==> config.mk <==
export PLATFORM = sky130hd
export DESIGN_NAME = dff_bank_sequencer
export DESIGN_NICKNAME = d
export VERILOG_FILES = /design/src/rtl/dff_bank_sequencer.sv
export SDC_FILE = /design/constraint.sdc
export NUM_CORES = 1
export LEC_CHECK = 0
export CAP_MARGIN = 5
export CORE_MARGIN = 2
export CORE_UTILIZATION = 60
export CTS_BUF_LIST = sky130_fd_sc_hd__clkbuf_4
export CTS_CLUSTER_DIAMETER = 200
export DETAILED_ROUTE_END_ITERATION = 12
export GPL_TIMING_DRIVEN = 0
export PLACE_DENSITY = 0.88
export SLEW_MARGIN = 20
export SYNTH_ARGS = -nofsm -noshare
export SYNTH_HDL_FRONTEND = slang
export SYNTH_SLANG_ARGS = --single-unit
==> constraint.sdc <==
create_clock -name clk -period 5.5 [get_ports clk]
set_clock_uncertainty 0.05 [all_clocks]
set_input_delay 1.1 -clock clk [delete_from_list [all_inputs] [get_ports clk]]
set_output_delay 1.1 -clock clk [all_outputs]
set_load 0.05 [all_outputs]
==> src/rtl/dff_bank_sequencer.sv <==
// Sequencer for a bank of WIDTH D flip-flops with synchronous active-low set/clear.
// Walks the bank through clear, preset, load, shift and rotate steps paced by a prescaler.
module dff_bank_sequencer #(
    parameter int WIDTH = 4,
    parameter int DIV   = 50000000
) (
    input  logic             clk,
    input  logic             rst_n,
    input  logic             start,
    input  logic             abort,
    input  logic [2:0]       mode,
    input  logic [WIDTH-1:0] pattern,
    input  logic [7:0]       steps,
    input  logic             ser_in,
    input  logic [WIDTH-1:0] ff_q,
    output logic [WIDTH-1:0] ff_set_n,
    output logic [WIDTH-1:0] ff_rst_n,
    output logic [WIDTH-1:0] ff_d,
    output logic             busy,
    output logic             done,
    output logic [7:0]       step_cnt
);

    localparam int                DIV_W    = (DIV > 1) ? $clog2(DIV) : 1;
    localparam logic [DIV_W-1:0]  DIV_LAST = DIV_W'(DIV - 1);
    localparam logic [DIV_W-1:0]  DIV_ONE  = DIV_W'(1);
    localparam logic [DIV_W-1:0]  DIV_ZERO = DIV_W'(0);

    localparam logic [2:0] MODE_HOLD   = 3'd0;
    localparam logic [2:0] MODE_CLEAR  = 3'd1;
    localparam logic [2:0] MODE_PRESET = 3'd2;
    localparam logic [2:0] MODE_LOAD   = 3'd3;
    localparam logic [2:0] MODE_SHL    = 3'd4;
    localparam logic [2:0] MODE_SHR    = 3'd5;
    localparam logic [2:0] MODE_ROTL   = 3'd6;
    localparam logic [2:0] MODE_ROTR   = 3'd7;

    typedef enum logic [1:0] {
        ST_IDLE = 2'd0,
        ST_INIT = 2'd1,
        ST_RUN  = 2'd2,
        ST_DONE = 2'd3
    } state_t;

    state_t             state_q,    state_d;
    logic [2:0]         mode_q,     mode_d;
    logic [WIDTH-1:0]   pattern_q,  pattern_d;
    logic [7:0]         steps_q,    steps_d;
    logic [DIV_W-1:0]   div_cnt_q,  div_cnt_d;
    logic [7:0]         step_cnt_q, step_cnt_d;

    logic               tick_s;
    logic               last_step_s;
    logic [WIDTH-1:0]   ff_set_n_s;
    logic [WIDTH-1:0]   ff_rst_n_s;
    logic [WIDTH-1:0]   ff_d_s;

    assign tick_s      = (state_q == ST_RUN) && (div_cnt_q == DIV_LAST);
    assign last_step_s = (step_cnt_q == (steps_q - 8'd1));

    // Next-state, operand latching, prescaler and step counting
    always_comb begin
        state_d    = state_q;
        mode_d     = mode_q;
        pattern_d  = pattern_q;
        steps_d    = steps_q;
        div_cnt_d  = div_cnt_q;
        step_cnt_d = step_cnt_q;
        case (state_q)
            ST_IDLE: begin
                if (start) begin
                    mode_d     = mode;
                    pattern_d  = pattern;
                    steps_d    = steps;
                    step_cnt_d = 8'd0;
                    state_d    = ST_INIT;
                end else begin
                    state_d = ST_IDLE;
                end
            end
            ST_INIT: begin
                div_cnt_d = DIV_ZERO;
                if (abort) begin
                    state_d = ST_DONE;
                end else if ((mode_q >= MODE_SHL) && (steps_q != 8'd0)) begin
                    state_d = ST_RUN;
                end else begin
                    state_d = ST_DONE;
                end
            end
            ST_RUN: begin
                if (tick_s) begin
                    div_cnt_d  = DIV_ZERO;
                    step_cnt_d = step_cnt_q + 8'd1;
                end else begin
                    div_cnt_d = div_cnt_q + DIV_ONE;
                end
                // An abort still lets this cycle's step land; it only stops further ones.
                if (abort || (tick_s && last_step_s)) begin
                    state_d = ST_DONE;
                end else begin
                    state_d = ST_RUN;
                end
            end
            ST_DONE: begin
                state_d = ST_IDLE;
            end
            default: begin
                state_d = ST_IDLE;
            end
        endcase
    end

    // Bank drive decode; every path defaults to holding the bank's current value
    always_comb begin
        ff_set_n_s = {WIDTH{1'b1}};
        ff_rst_n_s = {WIDTH{1'b1}};
        ff_d_s     = ff_q;
        case (state_q)
            ST_INIT: begin
                case (mode_q)
                    MODE_HOLD:   ff_d_s     = ff_q;
                    MODE_CLEAR:  ff_rst_n_s = {WIDTH{1'b0}};
                    MODE_PRESET: ff_set_n_s = {WIDTH{1'b0}};
                    MODE_LOAD,
                    MODE_SHL,
                    MODE_SHR,
                    MODE_ROTL,
                    MODE_ROTR:   ff_d_s     = pattern_q;
                    default:     ff_d_s     = ff_q;
                endcase
            end
            ST_RUN: begin
                if (tick_s) begin
                    case (mode_q)
                        MODE_SHL:  ff_d_s = {ff_q[WIDTH-2:0], ser_in};
                        MODE_SHR:  ff_d_s = {ser_in, ff_q[WIDTH-1:1]};
                        MODE_ROTL: ff_d_s = {ff_q[WIDTH-2:0], ff_q[WIDTH-1]};
                        MODE_ROTR: ff_d_s = {ff_q[0], ff_q[WIDTH-1:1]};
                        default:   ff_d_s = ff_q;
                    endcase
                end else begin
                    ff_d_s = ff_q;
                end
            end
            default: begin
                ff_d_s = ff_q;
            end
        endcase
    end

    // Controller state registers
    always_ff @(posedge clk or negedge rst_n) begin
        if (!rst_n) begin
            state_q    <= ST_IDLE;
            mode_q     <= 3'd0;
            pattern_q  <= {WIDTH{1'b0}};
            steps_q    <= 8'd0;
            div_cnt_q  <= DIV_ZERO;
            step_cnt_q <= 8'd0;
        end else begin
            state_q    <= state_d;
            mode_q     <= mode_d;
            pattern_q  <= pattern_d;
            steps_q    <= steps_d;
            div_cnt_q  <= div_cnt_d;
            step_cnt_q <= step_cnt_d;
        end
    end

    assign ff_set_n = ff_set_n_s;
    assign ff_rst_n = ff_rst_n_s;
    assign ff_d     = ff_d_s;
    assign busy     = (state_q == ST_INIT) || (state_q == ST_RUN);
    assign done     = (state_q == ST_DONE);
    assign step_cnt = step_cnt_q;

endmodule

==> results.toml, run 1 <==
[critical_path]
worstRegToRegCells = 9
slowest_delay_ns = 0.71
rrSetupSlack_ns = 2.38
timing.rr.end = "div_cnt_q[24]"
critPathLaunchType = "flip-flop"
cp_max_fo = 8
cpMaxStageDelayCell = "clkdlybuf4s50_1"
path_buf_inv = 2
worstSetupEndpointType = "output port"
path_delay_family = "simple AND/OR/NAND/NOR gates"
critPathRequiredTime_ns = 4.35
arrival_ns = 3.96
cp_cell_sequence = "or4_1 -> or4_4 -> buf_6 -> nor3_1 -> mux2_2 -> a221o_1 -> clkdlybuf4s50_1"
r2r_start = "state_q[0]"
critPathKind = "reg2out"

[place]
place.gp.congestion = 0.925
portBuffers = 45
place_hpwl_um = 5470

[clocking]
hold_buffers = 0
clockRootBuffer = "clkbuf_4"
insertion_delay_ns = 0.37
cts.htree.levels = 2
tritoncts = "yes"
cts_resized = 0
path_clk_slew_ns = 0.13
cts_sinks = 51
cts_made_buffers = 5
post_cts_buffers = 0
clk_path_buf_depth = 2

[sta]
fmax_mhz = 196
post-route-min-period_ns = 5.11
fin_setup_tns_ns = 0
worst_pin_slew_ns = 0.767
finalMaxSlewViolations = 0
max_slew_margin_pct = 48.4
hold_viol = 0
rsz0062_at_grt = "no"
finalSetupViolCount = 0
timing.final.crit_share_pct = 92.9

[drt]
detail-route-antenna-nets = 0
via_count = 2852
drtIter0Drc = 212
drcViolationCount = 0
wl_um = 7530
routed_via_density = 6.20
wl_per_cell_um = 16.4
drt-pass1-iter-count = 4

[synth]
async_reset_ff_share_pct = 100
synth_fp_nets = 369
synthCells = 337
synth-main-ff-cell = "dfrtp_1"
synth_top_cell_area_share_pct = 40.3
yosysWarnings = 0
synth_edf_count = 0
ys_types = 50
syn_avg_cell_area_um2 = 9.39
ys_top_cells_by_area = "dfrtp_1 40%, mux2_2 6.4%, o21ai_0 3.8%"
synth.largest_area_cell = "dfrtp_1"
syn-cell-area_um2 = 3170
seq_area_frac_synth_pct = 40.3
synth-seq-cells = 51

[floorplan]
initial_core_util_pct = 62.0
die_width_um = 76.6
pin_count = 46
rows = 26
die_h_um = 76.6
fp.coreArea_um2 = 5110
die_area_um2 = 5870

[power]
seqPwrFrac_pct = 32.8
combPwrFrac_pct = 57.0
p_sw_share_pct = 48.2
p_int_mw = 0.850
p_sw_mw = 0.789
power_mw = 1.64
ir_worst_vdd_mv = 0.216
p_leak_nw = 1.58
powerDensity_nw_per_um2 = 437
clkPwrFrac_pct = 10.2

[worst_hold_path]
worstHoldPathCells = 1
hold_start = "div_cnt_q[0]"
hold_class = "reg2reg"
min_to = "div_cnt_q[0]"

[global_route]
grt_pass1_wl_um = 12900
grtUsageTotal_pct = 26.7
grt-ovfl-total = 0
grt_max_degree = 52
first_global_vias = 2792
antenna_found_initial = 0

[finish]
layout-drive-gt1-share_pct = 10.0
area_growth_pct = 18.6
multi_input_area_um2 = 1720
fillers = 396
seq_area_um2 = 1280
fin_nets = 421
n_antenna_cell = 0

[status]
status = "finished clean"

[job]
max_cap_violations = 0
[flip-flops by register name, summed over array words and instances, names as in the netlist]
register   flops
pattern_q      4
step_cnt       8
state_q        2
div_cnt_q     26
mode_q         3
steps_q        8
[kinds of logic (layout without fill, tap and decap cells)]
| logic type | Yosys count | in the layout | share of synthesized area (%) |
|---|---|---|---|
| simple gates | 122 | 122 | 21.6 |
| flops | 51 | 51 | 40.3 |
| mux | 23 | 23 | 7.98 |
| fa+ha+maj | 8 | 8 | 3.16 |
| buf+inv | 36 | 89 | 5.45 |
| xor+xnor | 16 | 16 | 4.43 |
| compound gates | 81 | 81 | 17.0 |
[through the flow]
stage	instance area, um2	setup WS [ns]	hold slack (ns)	cells	utilization, %
after floorplan	3170	1.50	0.415	337	-
after global placement	3700	0.899	0.438	452	72.5
after detailed placement	3700	0.831	0.461	452	72.5
after CTS	3750	0.404	0.489	460	73.5
after global routing	3750	0.207	0.499	460	73.5
final	3750	0.389	0.491	460	73.5
[how the worst max path moves through the flow]
stage,from,endpoint,slack (ns),depth (start not counted)
floorplan,div_cnt_q[9],ff_d[1],1.50,6
global placement,div_cnt_q[9],ff_d[3],0.90,7
detailed placement,div_cnt_q[9],ff_d[3],0.83,7
CTS,div_cnt_q[9],ff_d[3],0.40,7
global route,div_cnt_q[1],ff_d[3],0.21,8
finish,div_cnt_q[9],ff_d[3],0.39,7
[cell usage after synthesis (2+ instances only)]
cell type / n
or3_1: 8
a21boi_0: 2
xor2_1: 8
o31ai_1: 2
buf_6: 2
xnor2_1: 8
a21o_1: 9
nor2b_1: 4
ha_1: 8
and3_1: 7
a21oi_1: 14
nor3_1: 12
mux2i_1: 5
nand3_1: 15
a22o_1: 8
o21a_1: 2
or3_2: 2
nor4_1: 6
nor3b_1: 4
nand2b_1: 3
nor2_1: 12
dfrtp_1: 51
a31oi_1: 3
nand4_1: 12
and2_1: 3
mux2_2: 18
clkbuf_1: 12
and4_1: 2
buf_4: 6
nand2_1: 21
o21ai_0: 24
inv_1: 15
or4_1: 3
o2bb2ai_1: 7
nand3b_1: 2
o211ai_1: 3
[power by group through the flow]
stage / Clock [mW] / Combinational [mW] / Sequential, mW
after floorplan: 0 / 0.663 / 0.532
final: 0.168 / 0.934 / 0.537
after global placement: 0 / 0.900 / 0.534
after CTS: 0.173 / 0.929 / 0.534
after detailed placement: 0 / 0.925 / 0.543
after global routing: 0.188 / 1.01 / 0.547
[worst register-to-register path: cells and delay by family, from the launching register on]
kind                     cells  cell delay [ns]
buffers and inverters        4             1.32
AND/OR/NAND/NOR              2             0.54
AO/OA/AOI/OAI                2             0.43
flip-flops                   1             0.41
adder cells (fa/ha/maj)      1             0.31
[routing by layer]
metal,up-vias,wire length (um),global-route usage (%)
met5,-,0,0
met4,0,45,7.27
met3,5,465,4.98
met2,114,3730,45.0
met1,1386,3290,35.5
li1,1347,-,-
[cells in the final DEF, fill, tap and decap left out, types with 7 or more instances in the layout]
master and instances:
xnor2_1 8, a22o_1 8, clkbuf_1 12, nor2_1 12, xor2_1 8, o2bb2ai_1 7
nand4_1 12, nand3_1 15, nand2_1 21, a21o_1 9, dfrtp_1 51, inv_1 15
and3_1 7, ha_1 8, a21oi_1 14, or3_1 8, mux2_2 18, buf_4 7
o21ai_0 24, clkdlybuf4s50_1 44, nor3_1 12
[layout make-up]
type,count,share of cell area (%)
timing repair buffer,45,11.9
tap,70,2.33
clock inverter,2,0.200
buffer,20,3.00
sequential,51,34.0
clock buffer,6,1.20
multi-input combinational,250,45.7
inverter,16,1.60
Power figures use the tool's default switching activity.
==> run 2: changes to the inputs <==
--- a/config.mk
+++ b/config.mk
@@ -11,9 +11,7 @@
 export CTS_BUF_LIST = sky130_fd_sc_hd__clkbuf_4
 export CTS_CLUSTER_DIAMETER = 200
 export DETAILED_ROUTE_END_ITERATION = 12
-export GPL_TIMING_DRIVEN = 0
 export PLACE_DENSITY = 0.88
-export SLEW_MARGIN = 20
 export SYNTH_ARGS = -nofsm -noshare
 export SYNTH_HDL_FRONTEND = slang
 export SYNTH_SLANG_ARGS = --single-unit
==> run 2 against run 1 <==
Non-clock buffer count shrank 18. Die area did not move. Sequential power up 3%. Critical path type unchanged. Critical endpoint unchanged. Largest power group unchanged.
==> results.toml, run 2 (same netlist as run 1, synthesis figures left out) <==
[clocking]
hold_buffers = 0
cts_made_buffers = 5
insertion_delay_ns = 0.37
post_cts_buffers = 0
cts_sinks = 51
clockRootBuffer = "clkbuf_4"
cts.htree.levels = 2
clk_path_buf_depth = 2
cts_resized = 0
tritoncts = "yes"
path_clk_slew_ns = 0.14

[drt]
drcViolationCount = 0
via_count = 2790
drtIter0Drc = 203
wl_um = 7630
drt-pass1-iter-count = 5
wl_per_cell_um = 17.3
detail-route-antenna-nets = 0
routed_via_density = 6.34

[critical_path]
timing.rr.end = "div_cnt_q[24]"
cp.depth = 6
critPathRequiredTime_ns = 4.35
arrival_ns = 3.88
critPathKind = "reg2out"
cpMaxStageDelayCell = "clkdlybuf4s50_1"
critPathLaunchType = "flip-flop"
path_delay_family = "simple AND/OR/NAND/NOR gates"
worstSetupEndpointType = "output port"
worstRegToRegCells = 8
cp_max_fo = 8
r2r_start = "state_q[0]"
path_buf_inv = 1
rrSetupSlack_ns = 2.46
cp_cell_sequence = "or4b_1 -> or4_4 -> nor3_1 -> mux2_2 -> a221o_1 -> clkdlybuf4s50_1"
slowest_delay_ns = 0.70

[sta]
holdWs_ns = 0.473
timing.final.crit_share_pct = 91.5
max_slew_margin_pct = 38.0
worst_pin_slew_ns = 0.930
rsz0062_at_grt = "no"
fin_setup_tns_ns = 0
finalMaxSlewViolations = 0
setup_slack_ns = 0.466
hold_viol = 0
fmax_mhz = 199
post-route-min-period_ns = 5.03
finalSetupViolCount = 0

[global_route]
grt_busiest_layer = "met2"
grt_max_degree = 52
first_global_vias = 2784
grt_use_met2_pct = 48.4
antenna_found_initial = 0
grt-ovfl-total = 0
grtUsageTotal_pct = 26.7
grtUsageMet3_pct = 4.50
grt_pass1_wl_um = 12800
met1_usage_pct = 32.8

[worst_hold_path]
min_to = "pattern_q[2]"
hold_class = "reg2reg"
hold_start = "pattern_q[2]"
worstHoldPathCells = 1

[finish]
design_area_um2 = 3650
largest_register_ffs = 26
final_common_cell = "dfrtp_1"
finalNonFillerCells = 440
fin_nets = 403
area_growth_pct = 15.3
layout_common_cells = "51 x dfrtp_1, 44 x clkdlybuf4s50_1, 24 x o21ai_0, 21 x nand2_1, 18 x mux2_2"
largest_register = "div_cnt_q"
layout-drive-gt1-share_pct = 9.19
n_antenna_cell = 0

[floorplan]
die_area_um2 = 5870
fp.coreArea_um2 = 5110
pin_count = 46
rows = 26
initial_core_util_pct = 62.0
die_width_um = 76.6
die_h_um = 76.6

[place]
placed_area_um2 = 3600
portBuffers = 45
place.detailed.instances = 434
place_ws_ns = 0.930
place_hpwl_um = 5460
place.gp.congestion = 0.915

[job]
max_cap_violations = 0

[power]
p_leak_nw = 1.54
ir_worst_vdd_mv = 0.272
powerDensity_nw_per_um2 = 440

[status]
status = "finished clean"
-- run 2: changes by cell type in the layout (fill, tap and decap cells not counted), sizes merged --
cell / change
buf: -6
clkinv: -2
clkbuf: -12
-- run 2: per-stage QoR --
stage / power (mW) / utilization [%]
floorplan: 1.20 / -
global placement: 1.40 / 70.6
detailed placement: 1.44 / 70.6
CTS: 1.60 / 71.5
global route: 1.71 / 71.5
finish: 1.61 / 71.5
-- run 2: area by class of cell --
class | instances | area, um2
multi-input cells | 250 | 1720
flip-flops and latches | 51 | 1280
well taps | 70 | 87.6
repair buffers | 47 | 460
clock buffers | 6 | 45.0
fillers | 356 | 1460
inverters | 16 | 60.1
-- run 2: metal layers --
metal  wire, um  up-vias  part of all wire (%)
met5          0        -                     0
met4        102        0                   1.3
li1           -     1302                     -
met2       3880      120                    51
met1       3170     1357                    42
met3        470       11                   6.2
-- run 2: worst max path at each step --
stage / from / end / slack [ns]
after floorplan: div_cnt_q[9] / ff_d[1] / 1.50
after global placement: div_cnt_q[9] / ff_d[3] / 1.01
after detailed placement: div_cnt_q[9] / ff_d[3] / 0.93
after CTS: div_cnt_q[9] / ff_d[3] / 0.51
after global routing: div_cnt_q[9] / ff_d[3] / 0.38
final: div_cnt_q[8] / ff_d[3] / 0.47
-- run 2: report_power, final --
part	leakage (nW)	switching (mW)	internal, mW
Clock	0.0276	0.110	0.0507
Combinational	0.835	0.558	0.335
Sequential	0.673	0.102	0.451
==> run 3: changes to the inputs <==
--- a/config.mk
+++ b/config.mk
@@ -11,6 +11,7 @@
 export CTS_BUF_LIST = sky130_fd_sc_hd__clkbuf_4
 export CTS_CLUSTER_DIAMETER = 200
 export DETAILED_ROUTE_END_ITERATION = 12
+export GPL_ROUTABILITY_DRIVEN = 0
 export PLACE_DENSITY = 0.88
 export SYNTH_ARGS = -nofsm -noshare
 export SYNTH_HDL_FRONTEND = slang
==> results of run 3 <==
Same layout as run 2: the final DEF is identical, and so are final timing and power.
==> RTL edit 1 (config.mk and constraints of run 2) <==
Put one more register stage on the output `step_cnt`, cleared by the reset. The value now appears one clock later. The other outputs are not delayed to match.
--- a/src/rtl/dff_bank_sequencer.sv
+++ b/src/rtl/dff_bank_sequencer.sv
@@ -174,5 +174,11 @@
     assign busy     = (state_q == ST_INIT) || (state_q == ST_RUN);
     assign done     = (state_q == ST_DONE);
-    assign step_cnt = step_cnt_q;
+    always_ff @(posedge clk or negedge rst_n) begin
+        if (!rst_n) begin
+            step_cnt <= '0;
+        end else begin
+            step_cnt <= step_cnt_q;
+        end
+    end
 
 endmodule
Formal check against the unedited RTL: same outputs for any inputs over 10 cycles, from zero or initial values and one cycle with rst_n low; that may be too few to reach the edited logic, so the function may still have changed.
==> RTL edit 1 against run 2 <==
Cell area grew 9.8%. Die area grew 6.4%. Worst setup slack gained 0.27 ns. Routed wire length grew 5.6%. Sequential cell count grew 8. Total power grew 21%. Area after synthesis grew 6.8%. Largest cell class unchanged.
==> RTL edit 1: results (changes against run 2) <==
Outcome -> finished clean (unchanged)
CTS H-tree depth -> 3 (was 2)
Fin Hold WS -> 0.4239 ns (was 0.4726 ns)
DR WL/cell -> 17.39 µm (was 17.33 µm)
Filler cell count -> 396 (was 356)
Worst Path Arrival -> 3.61 ns (was 3.88 ns)
Setup WS pre-CTS -> 1.162 ns (was 0.9298 ns)
Fin cells -> 463 (was 440)
CLK BUF -> 9 (was 6)
GRT Util Overall -> 27.48% (was 26.74%)
Buffering overhead -> 11.61% (was 12.62%)
Row Count -> 27 (was 26)
CP max FO -> 12 (was 8)
Max VDD drop -> 0.3861 mV (was 0.2721 mV)
1st-iter DRT viols -> 225 (was 203)
Syn Inst Count -> 340 (was 337)
CTS clk-pin slew, worst paths -> 0.10 ns (was 0.14 ns)
Finished Core Util -> 73.23% (was 71.46%)
Nonclk buf count -> 48 (was 47)
Synth Net Count -> 372 (was 369)
Vias in the first global route -> 2811 (was 2784)
Nets@finish -> 418 (was 403)
Share of post-route cells with drive strength above 1 -> 13.04% (was 9.189%)
Yosys cell types -> 57 (was 50)
Multi-input comb cells -> 256 (was 250)
Min-Delay Startpoint -> step_cnt_q[7] (was pattern_q[2])
Clock Latency Late Sink -> 0.41 ns (was 0.37 ns)
First-pass GRT wire length -> 13.26 mm (was 12.83 mm)
Hold endpoint -> step_cnt[7] (was pattern_q[2])
Seq/total area -> 36.84% (was 34.97%)
Period utilisation layout -> 86.54% (was 91.53%)
R2R depth -> 7 (was 8)
Post-synthesis register bit count -> 59 (was 51)
Largest net degree at the start of global routing -> 60 (was 52)
Placed Cells -> 446 (was 434)
ClkCell Share -> 3.746% (was 1.234%)
Worst reg-to-reg setup slack -> 2.92 ns (was 2.46 ns)
## RTL edit 1: changes by cell type after synthesis, sizes merged, moves of 5 or more
cell	before	now
clkbuf	12	6
nand4	12	20
a21oi	14	8
xor2	8	16
o21ai	25	15
nor2	12	30
o2bb2ai	7	1
a21o	9	4
nand2	21	26
dfrtp	51	59
a22o	9	3
## RTL edit 1: how the worst max path moves through the flow
stage	endpoint	depth (start not counted)
floorplan	ff_d[3]	7
global route	ff_d[0]	8
finish	ff_d[0]	8
CTS	ff_d[0]	8
global placement	ff_d[0]	5
detailed placement	ff_d[0]	5
## RTL edit 1: per-layer routing
layer	share of wire [%]	global-route usage, %
met1	41	34.06
met5	0	0
met2	51	47.29
met3	6.5	6.136
met4	1.6	9.655
## RTL edit 1: cells by family (layout without fill, tap and decap cells)
family / count (synthesis) / after routing / share of synthesized area [%]
simple gates: 146 / 146 / 23.95
mux: 24 / 24 / 7.735
flops: 59 / 59 / 43.67
compound gates: 52 / 52 / 11.29
buf+inv: 25 / 76 / 3.664
fa+ha+maj: 8 / 8 / 2.961
xor+xnor: 26 / 26 / 6.736
## RTL edit 1: critical path, stage by stage, from the launching register on
cell             delay (ns)
dfrtp_1                0.41
inv_1                  0.08
ha_1                   0.48
nand3b_1               0.25
nor3_4                 0.28
nand3_1                0.22
a2111oi_0              0.45
a311o_1                0.20
clkdlybuf4s50_1        0.82
## RTL edit 1: where the power goes
| part | total, mW | internal, mW | switching [mW] |
|---|---|---|---|
| Combinational | 0.959 | 0.373 | 0.586 |
| Sequential | 0.634 | 0.523 | 0.111 |
| Clock | 0.343 | 0.179 | 0.163 |
==> RTL edit 2 (flow settings as in run 2) <==
Made on the original files. Change the parameter `DIV` from 50000000 to 25000000.
--- a/src/rtl/dff_bank_sequencer.sv
+++ b/src/rtl/dff_bank_sequencer.sv
@@ -3,5 +3,5 @@
 module dff_bank_sequencer #(
     parameter int WIDTH = 4,
-    parameter int DIV   = 50000000
+    parameter int DIV   = 25000000
 ) (
     input  logic             clk,
Formal check against the unedited RTL: same outputs for any inputs over 10 cycles, from zero or initial values and one cycle with rst_n low; that may be too few to reach the edited logic, so the function may still have changed.
==> RTL edit 2 against run 2 <==
Sequential cell count shrank 1. Cell count down 2.3%. Worst setup slack improved by 0.55 ns. Routed wire length fell by 6.7%. Area after synthesis is 0.16% lower. Cell area rose by 1.5%. Total power up 3.4%. Largest power group unchanged. Highest routed layer unchanged.
==> RTL edit 2: results (changes against run 2) <==
Outcome -> finished clean (unchanged)
DR WL/cell -> 16.56 µm (was 17.33 µm)
Synth top area cells -> dfrtp_1, mux2_2, xnor2_1 (was dfrtp_1, mux2_2, o21ai_0)
Worst Path Arrival -> 3.34 ns (was 3.88 ns)
Leak -> 1.601 nW (was 1.536 nW)
Vias per inst -> 6.137 (was 6.341)
Nets@finish -> 391 (was 403)
Share of post-route cells with drive strength above 1 -> 14.17% (was 9.189%)
Placed inst area -> 3623 µm² (was 3605 µm²)
Filler cell count -> 397 (was 356)
Total gr overflow -> 0 (unchanged)
1st-iter DRT viols -> 178 (was 203)
Pwr/cell area -> 448.1 nW/µm² (was 440.1 nW/µm²)
Placed Cells -> 422 (was 434)
Yosys cell types -> 58 (was 50)
Sequential share of power -> 33.2% (was 34.4%)
Top reg by flops -> div_cnt_q (unchanged)
Worst reg-to-reg setup slack -> 2.81 ns (was 2.46 ns)
Final GP Congestion -> 0.8540 (was 0.9154)
Setup WS pre-CTS -> 1.243 ns (was 0.9298 ns)
First-pass GRT wire length -> 12.19 mm (was 12.83 mm)
Clock network power -> 0.219 mW (was 0.161 mW)
Fin Hold WS -> 0.4734 ns (was 0.4726 ns)
Max reg flops -> 25 (was 26)
Synth Net Count -> 352 (was 369)
Tightest Pin Transition -> 0.7469 ns (was 0.9302 ns)
Switch share -> 47.30% (was 47.93%)
DR vias -> 2639 (was 2790)
Vias in the first global route -> 2496 (was 2784)
Mean post-synth cell area -> 9.877 µm² (was 9.393 µm²)
GRT Util Overall -> 25.79% (was 26.74%)
Max VDD drop -> 0.3170 mV (was 0.2721 mV)
Sequential share of the synthesized area -> 39.59% (was 40.32%)
Detailed Place HPWL -> 5.239 mm (was 5.465 mm)
Largest net degree at the start of global routing -> 51 (was 52)
==> RTL edit 2: critical path: stages, from the launching register on <==
cell and delay [ns]:
dfrtp_1 0.44, inv_1 0.10, ha_1 0.37, nor3b_2 0.26, and4_4 0.32, nand3_1 0.23, o22a_1 0.23, o21ai_0 0.19
clkdlybuf4s50_1 0.84
==> RTL edit 2: cell families (layout without fill, tap and decap cells) <==
| logic type | Yosys count | count (layout) | share of synthesized area (%) |
|---|---|---|---|
| flops | 50 | 50 | 39.59 |
| mux | 24 | 24 | 8.234 |
| compound gates | 63 | 63 | 13.62 |
| simple gates | 120 | 120 | 24.15 |
| xor+xnor | 24 | 24 | 6.651 |
| buf+inv | 31 | 71 | 4.592 |
| fa+ha+maj | 8 | 8 | 3.167 |
==> RTL edit 2: final timing paths <==
kind                              start       endpoint  cells after the start
min                        pattern_q[1]   pattern_q[1]                      1
max reg2reg                  state_q[0]  div_cnt_q[11]                      7
max in group asynchronous         rst_n  div_cnt_q[20]                      2
min in group asynchronous         rst_n    step_cnt[4]                      2
min reg2reg                pattern_q[1]   pattern_q[1]                      1
max                          state_q[0]        ff_d[2]                      8
==> RTL edit 2: per-layer routing <==
layer	share of wire [%]	GRT usage, %	up-vias
met1	44	35.70	1308
met3	4.7	3.318	10
met4	1.2	8.727	0
li1	-	-	1251
met2	50	42.12	70
met5	0	0	-
==> RTL edit 2: layout make-up <==
| type | count | area (µm²) | area share, % |
|---|---|---|---|
| Clock inverter | 1 | 30.03 | 0.8103 |
| Sequential cell | 50 | 1251 | 33.76 |
| Tap cell | 70 | 87.58 | 2.363 |
| Clock buffer | 7 | 52.55 | 1.418 |
| Inverter | 16 | 60.06 | 1.621 |
| Timing Repair Buffer | 47 | 460.4 | 12.42 |
| Multi-Input combinational cell | 239 | 1764 | 47.60 |
